**config.mk**
```make
export PLATFORM = sky130hd
export DESIGN_NAME = seg7_scan_driver
export DESIGN_NICKNAME = d
export VERILOG_FILES = /design/src/rtl/seg7_scan_driver.sv
export SDC_FILE = /design/constraint.sdc
export NUM_CORES = 1
export LEC_CHECK = 0
export BUFFER_PORTS_ARGS = -buffer_cell sky130_fd_sc_hd__clkbuf_2
export CAP_MARGIN = 20
export CELL_PAD_IN_SITES_DETAIL_PLACEMENT = 0
export CELL_PAD_IN_SITES_GLOBAL_PLACEMENT = 1
export CORE_ASPECT_RATIO = 0.8
export CORE_MARGIN = 2
export CORE_UTILIZATION = 48
export DETAILED_ROUTE_END_ITERATION = 8
export PLACE_DENSITY = 0.84
export SLEW_MARGIN = 20
export SYNTH_ARGS = -nofsm -noshare
export SYNTH_HDL_FRONTEND = slang
export SYNTH_SLANG_ARGS = --single-unit
```
**constraint.sdc**
```tcl
create_clock -name clk -period 2.8 [get_ports clk]
set_clock_uncertainty 0.05 [all_clocks]
set_input_delay 0.14 -clock clk [delete_from_list [all_inputs] [get_ports clk]]
set_output_delay 0.14 -clock clk [all_outputs]
set_load 0.01 [all_outputs]
```
**src/rtl/seg7_scan_driver.sv**
```systemverilog
// Time-multiplexed driver for a common-anode multi-digit 7-segment display.
// Scans frame-synchronously committed digit values onto a shared segment bus.
module seg7_scan_driver #(
   parameter int NUM_DIGITS     = 8,
   parameter int SCAN_DIV       = 1000,
   parameter int BLANK_CYCLES   = 2,
   parameter bit ACTIVE_LOW_SEG = 1'b1
) (
   input  logic                    clk,
   input  logic                    rst_n,
   input  logic                    load,
   input  logic [4*NUM_DIGITS-1:0] data,
   input  logic [NUM_DIGITS-1:0]   dp_in,
   input  logic [NUM_DIGITS-1:0]   digit_en,
   input  logic                    lz_suppress,
   input  logic                    dec_mode,
   output logic [6:0]              seg,
   output logic                    dp,
   output logic [NUM_DIGITS-1:0]   an,
   output logic                    frame_done
);

   localparam int CW = (SCAN_DIV > 1) ? $clog2(SCAN_DIV) : 1;
   localparam int IW = (NUM_DIGITS > 1) ? $clog2(NUM_DIGITS) : 1;

   localparam logic [CW-1:0] CNT_LAST  = CW'(SCAN_DIV - 1);
   localparam logic [CW-1:0] CNT_BLANK = CW'(BLANK_CYCLES);
   localparam logic [IW-1:0] IDX_LAST  = IW'(NUM_DIGITS - 1);

   localparam logic [6:0] SEG_DARK = ACTIVE_LOW_SEG ? 7'h7F : 7'h00;
   localparam logic       DP_DARK  = ACTIVE_LOW_SEG ? 1'b1 : 1'b0;
   localparam logic [6:0] SEG_DASH = 7'h3F;

   // One complete set of display content; pending and display copies share it.
   typedef struct packed {
      logic [4*NUM_DIGITS-1:0] vals;
      logic [NUM_DIGITS-1:0]   dps;
      logic [NUM_DIGITS-1:0]   ens;
   } frame_t;

   logic [CW-1:0] cnt;
   logic [IW-1:0] idx;
   logic          tick;
   logic          commit;

   frame_t        incoming;
   frame_t        pend;
   frame_t        disp;

   logic [3:0]            cur_val;
   logic                  cur_dp;
   logic [NUM_DIGITS-1:0] supp;
   logic                  zero_above;
   logic                  visible;
   logic                  lit;
   logic [6:0]            pattern;

   // Active-low segment patterns for the 16 hex values.
   function automatic logic [6:0] hex_to_seg(input logic [3:0] v);
      case (v)
         4'h0:    return 7'h40;
         4'h1:    return 7'h79;
         4'h2:    return 7'h24;
         4'h3:    return 7'h30;
         4'h4:    return 7'h19;
         4'h5:    return 7'h12;
         4'h6:    return 7'h02;
         4'h7:    return 7'h78;
         4'h8:    return 7'h00;
         4'h9:    return 7'h10;
         4'hA:    return 7'h08;
         4'hB:    return 7'h03;
         4'hC:    return 7'h46;
         4'hD:    return 7'h21;
         4'hE:    return 7'h06;
         default: return 7'h0E;
      endcase
   endfunction

   assign incoming = '{vals: data, dps: dp_in, ens: digit_en};
   assign tick     = (cnt == CNT_LAST);
   assign commit   = tick && (idx == IDX_LAST);

   // NOTE: every clocked block uses non-blocking assignments so all flops
   // sample the pre-edge values, independent of block ordering.
   always_ff @(posedge clk or negedge rst_n) begin
      if (!rst_n) begin
         cnt <= '0;
         idx <= '0;
      end else if (tick) begin
         cnt <= '0;
         idx <= (idx == IDX_LAST) ? '0 : idx + IW'(1);
      end else begin
         cnt <= cnt + CW'(1);
      end
   end

   // Display content only changes at the frame boundary; a load landing on
   // that very cycle goes straight through so it is not lost for a frame.
   always_ff @(posedge clk or negedge rst_n) begin
      if (!rst_n) begin
         pend <= '0;
         disp <= '0;
      end else begin
         if (load) begin
            pend <= incoming;
         end
         if (commit) begin
            disp <= load ? incoming : pend;
         end
      end
   end

   assign cur_val = disp.vals[4*idx +: 4];
   assign cur_dp  = disp.dps[idx];

   // NOTE: combinational blocks give every target a default first, so no
   // path leaves a value unassigned and no latch is inferred.
   always_comb begin
      supp       = '0;
      zero_above = 1'b1;
      for (int i = NUM_DIGITS - 1; i >= 0; i--) begin
         supp[i] = lz_suppress && (i != 0) && zero_above
                   && (disp.vals[4*i +: 4] == 4'h0);
         // Only an enabled non-zero digit ends the run of leading zeros.
         if (disp.ens[i] && (disp.vals[4*i +: 4] != 4'h0)) begin
            zero_above = 1'b0;
         end
      end
   end

   assign visible = disp.ens[idx] && !supp[idx];
   assign lit     = visible && (cnt >= CNT_BLANK);
   assign pattern = (dec_mode && (cur_val >= 4'd10)) ? SEG_DASH : hex_to_seg(cur_val);

   always_ff @(posedge clk or negedge rst_n) begin
      if (!rst_n) begin
         an         <= '1;
         seg        <= SEG_DARK;
         dp         <= DP_DARK;
         frame_done <= 1'b0;
      end else begin
         an         <= lit ? ~(NUM_DIGITS'(1) << idx) : '1;
         seg        <= ACTIVE_LOW_SEG ? pattern : ~pattern;
         dp         <= ACTIVE_LOW_SEG ? ~cur_dp : cur_dp;
         frame_done <= commit;
      end
   end

endmodule

```
After elaboration in Yosys (flattened, before gate mapping)
Memory sizes are Yosys's and may differ from the RTL's.
Index checks and enable logic that the tools add are counted.

storage, ports and cells
  register bits after elaboration = 126
  bits in read-only memories = 112
  input port bits = 53
  output and inout bits = 17
  word-level logic and storage cells = 78
  memories kept = 1

operators by class
  $add $sub $neg = 2
  magnitude comparators = 3
  eq/ne operators = 2
  shift-type cells = 2
  mux-type cells = 17
  bitwise operators = 2
  reductions and logical operators = 37

memory list
  name              depth  bits a word  read ports  clocked after Yosys merged registers in  write ports  RTL line  source
  (name not given)  16     7            1           0                                        0            60        case (v)

operators with widths
  operator               number
  $mux 48                1
  $shiftx 32x6->4        1
  $logic_not 4->1        7
  $reduce_bool 4->1      6
  $logic_and 1x1->1      23
  $add 10x1->10 const B  1
  $eq 10x10->1 const B   1
  $ge 10x2->1 const B    1
  $mux 10                1
  $bmux 1 s3             3
  $mux 1                 9
  $mux 8                 1
  $not 8->8              1
  $shl 1x3->8 const A    1
  $mux 7                 1
  $ge 4x4->1 const B     1
  $lt 3x4->1 const B     1
  $add 3x1->3 const B    1
  $eq 3x3->1 const B     1
  $mux 3                 1
  $logic_not 1->1        1
  $not 1->1              1

Longest topological paths before layout
  depth in word-level cells = 16
  mapped depth = 9
  gate-level depth less buffers = 8

Worst setup path after synthesis
Ideal clock, no wire load.

  path type = register to register
  from = register idx[0]
  to = register seg[5]
  library setup time = 0.099 ns
  arrival = 2.216 ns
  path slack = 0.436 ns
  cell stages (with the launch flop) = 9
  path buffers = 1
  cells stage by stage = dfrtp_1 > buf_6 > mux4_1 > mux2i_1 > inv_2 > ha_1 > nand2b_1 > o211ai_4 > o221ai_1

between the ends
  longest elaborated chain between the ends = 4
  elaborated cells between the ends (all ways) = 5

ends and longest elaborated chain
  what                      RTL line  source
  start: declaration        42        logic [IW-1:0] idx;
  start signal: assignment  92        idx <= (idx == IDX_LAST) ? '0 : idx + IW'(1);
  $shiftx 32x6->4 (*)       114       assign cur_val = disp.vals[4*idx +: 4];
  $ge 4x4->1                134       assign pattern = (dec_mode && (cur_val >= 4'd10)) ? SEG_DASH : hex_to_seg(cur_val);
  $logic_and 1x1->1         134
  $mux 7 (*)                134
  named net pattern[5]      56        logic [6:0] pattern;
  end signal: assignment    144       seg <= ACTIVE_LOW_SEG ? pattern : ~pattern;
  end: declaration          17        output logic [6:0] seg,

The timed path passes the listed nets; every way through them passes the cells marked *.
A chain may end at the register's enable or synchronous reset.

Final worst setup path
  from = register idx[0]
  to = register seg[2]

The elaborated chain is that of the path after synthesis.

==> summary.md <==
| Metric | Value |
|---|---|
| Syn_area_per_cell | `14.3 um2` |
| Top area cells in the synthesized netlist | `dfrtp_1, mux2_2, dfstp_2, ha_1, mux4_2` |
| Port buffer count | `69` |
| Crit path DAT | `2.84 ns` |
| Setup TNS Final | `0 ns` |
| Area growth, synth to finish | `29.4%` |
| Status | `finished, final reports clean` |
| Iteration-0 DRC Markers | `235` |
| Period utilization | `92.3%` |
| CP top delay family | `multiplexers` |
| Cells after synthesis | `386` |
| Yosys top cell area share | `49.8%` |
| R2r worst-path depth | `7` |
| Endpoints failing hold | `0` |
| Busiest layer in global routing | `met2` |
| Crit path required time | `3.05 ns` |
| Register bit total from synthesis | `126` |
| Max-slew violation count | `0` |
| Clk_lat worst skew | `0.41 ns` |
| Fin Hold WS | `0.312 ns` |
| Die area | `0.0124 mm2` |
| Total gr overflow | `0` |
| # DRC | `0` |
| Placed Cells incl. Taps | `599` |
| Crit Path Max Fanout | `9` |
| Die W | `124 um` |
| Clock period minus worst slack | `2.58 ns` |
| Fin nets | `587` |
| Hold bufs inserted after CTS | `50` |
| R2R Setup Slk | `0.22 ns` |
| Leakage Power | `0.00328 uW` |
| Origin of the worst setup path | `idx[0]` |
| Total number of vias | `3516` |
| RSZ-0062 raised after global routing | `no` |
| Dpl hpwl | `7340 um` |
| Worst Tran Pin Value | `0.751 ns` |
| R2r endpoint | `seg[2]` |
| CTS tree | `yes` |
| Die Y | `100 um` |
| Rows | `35` |
| First-pass GRT wire length | `17900 um` |
| Cell taking the most area after synthesis | `dfrtp_1` |
| Post-synth EDFFs | `0` |
| CP Buf/Inv Count | `1` |
| Top FF cell, synth | `dfrtp_1` |
| H-tree depth | `4` |
| Wire per inst | `16.0 um` |
| Root Driver | `clkbuf_16` |
| Crit path launch type | `register` |
| Ports | `70` |
| Post-CTS setup buffers | `0` |
| Worst slack at placement | `0.239 ns` |
| Switch Pwr | `965 uW` |
| Max_cap viols | `0` |
| Fmax | `387 MHz` |
| Yosys warns | `0` |
| Yosys cell types | `43` |
| Levels on crit path | `7` |
| Setup Viol. Count Final | `0` |
| Top-count cell post-synth | `dfrtp_1` |
| Worst-path cell chain | `mux4_1 > mux2i_1 > inv_2 > ha_1 > nand2b_1 > o211ai_4 > o311ai_1` |
| CP endpoint | `seg[2]` |
| Clock sinks | `126` |
| Starting Density | `48.6%` |
| Largest net degree at the start of global routing | `62` |
| IR Drop Worst-Case VDD | `358 uV` |
| Switching Fraction | `21.9%` |
| Vias in the first global route | `3581` |
| Max stage delay on crit path | `0.62 ns` |
| Max_slew headroom | `50.0%` |
| Layout cell share with drive strength beyond 1 | `43.9%` |
| Grt met1 use | `26.8%` |
| Syn nets | `453` |
| Antenna Cells | `0` |
| Fraction of registers with async set/reset | `100%` |
| Initial antenna violation count | `0` |
| Met3 usage | `5.97%` |
| Min-delay worst type | `in2async` |
| Flop pwr share | `45.3%` |
| Reg-to-reg startpoint | `idx[0]` |
| Power Density | `617 mW/mm2` |
| Core Box Area | `0.0114 mm2` |
| Critical Path End Type | `register` |
| Post-Synthesis Cell Area | `0.00553 mm2` |
| Clk slew on worst S/H paths | `0.05 ns` |
| Internal power | `3450 uW` |
| Clk pwr share | `45.9%` |
| Placer Congestion | `0.829` |
| Fin cells | `681` |
| Clock Tree Buf Depth | `2` |
| Total track usage | `19.1%` |
| Routed Antenna Nets | `0` |
| CP Class | `reg2reg` |
| Combinational share of power | `8.7%` |
| Resized Gates After CTS | `0` |
| Slowest stage cell, crit path | `dfrtp_1` |
| Sequential area share after synthesis | `57.4%` |
| Detailed Route WL | `10900 um` |
| Synth cell count leaders | `dfrtp_1, mux2_2, nor2_1` |
| Final setup margin | `0.216 ns` |
| 1st-pass router iterations | `5` |
| DR vias/cell | `5.16` |
| TritonCTS buffer count | `17` |
| M2 GR Usage | `29.0%` |
| Total power | `4410 uW` |
==> kinds of logic (layout without fill, tap and decap cells) <==
group	count (synthesis)	after routing	share of synthesized area, %
flops	126	126	57.4
mux	117	117	26.7
simple gates	67	67	5.77
compound gates	29	29	3.69
buf+inv	25	172	2.01
fa+ha+maj	14	14	3.17
xor+xnor	8	8	1.27
==> registers in the layout, summed over array words and instances (netlist names) <==
| register | flops |
|---|---|
| idx | 3 |
| frame_done | 1 |
| disp | 48 |
| seg | 7 |
| an | 8 |
| dp | 1 |
| pend | 48 |
| cnt | 10 |
==> power by group through the flow <==
stage | registers [uW] | logic (uW) | clock network [uW]
after floorplan | 2020 | 192 | 0
after global placement | 2020 | 325 | 0
after detailed placement | 2030 | 334 | 0
after CTS | 2000 | 392 | 2050
after global routing | 2010 | 429 | 2150
final | 2000 | 386 | 2030
==> worst min path at each step <==
stage | depth (start not counted) | slack (ns) | from | to
3_3_place_gp | 1 | 0.21 | rst_n | cnt[6]
5_1_grt | 2 | 0.39 | rst_n | pend[25]
4_1_cts | 5 | 0.32 | lz_suppress | an[6]
6_report | 2 | 0.31 | rst_n | cnt[6]
3_5_place_dp | 1 | 0.22 | rst_n | cnt[6]
2_1_floorplan | 0 | -0.21 | rst_n | cnt[0]
==> routing by layer <==
layer | share of wire, % | up-vias
li1 | - | 1673
met1 | 49 | 1740
met2 | 45 | 96
met3 | 5.0 | 7
met4 | 0.85 | 0
met5 | 0 | -
==> layout make-up <==
class / count / area [um2]
Fill cell: 862 / 4230
Sequential cell: 126 / 3170
Multi-Input combinational cell: 235 / 2250
Timing Repair Buffer: 131 / 963
Clock buffer: 25 / 485
Tap cell: 148 / 185
Clock inverter: 7 / 65.1
Inverter: 9 / 33.8
==> worst reg2reg max path, delay by kind of cell (launching register included) <==
family | cells | cell delay, ns
and+or+nand+nor | 1 | 0.19
AOI/OAI and AO/OA | 2 | 0.43
buffers and inverters | 1 | 0.13
muxes | 2 | 0.85
DFF | 1 | 0.62
adders and majority gates | 1 | 0.21
==> metrics by stage <==
stage	instance area (um2)	utilization [%]
after floorplan	5530	-
after global placement	6100	53.6
after detailed placement	6100	53.6
after CTS	7150	62.8
after global routing	7150	62.8
final	7150	62.8
==> cell usage in the layout, fill, tap and decap left out, types with 3 or more instances in the layout <==
cell type	n
clkbuf_8	3
xnor2_1	5
xor2_1	3
nand3_1	6
dlygate4sd3_1	50
clkbuf_2	68
mux4_1	5
o21ai_0	6
a21oi_1	6
clkbuf_1	5
dfrtp_1	110
nand2_1	17
mux2_2	96
mux4_2	7
nor4_1	10
mux2i_1	7
ha_1	14
nor2_1	20
nor3_1	4
inv_1	7
clkbuf_16	17
o41ai_1	3
o211ai_1	3
dfstp_2	16
buf_4	11
clkinv_2	4
Power figures use the tool's default switching activity.
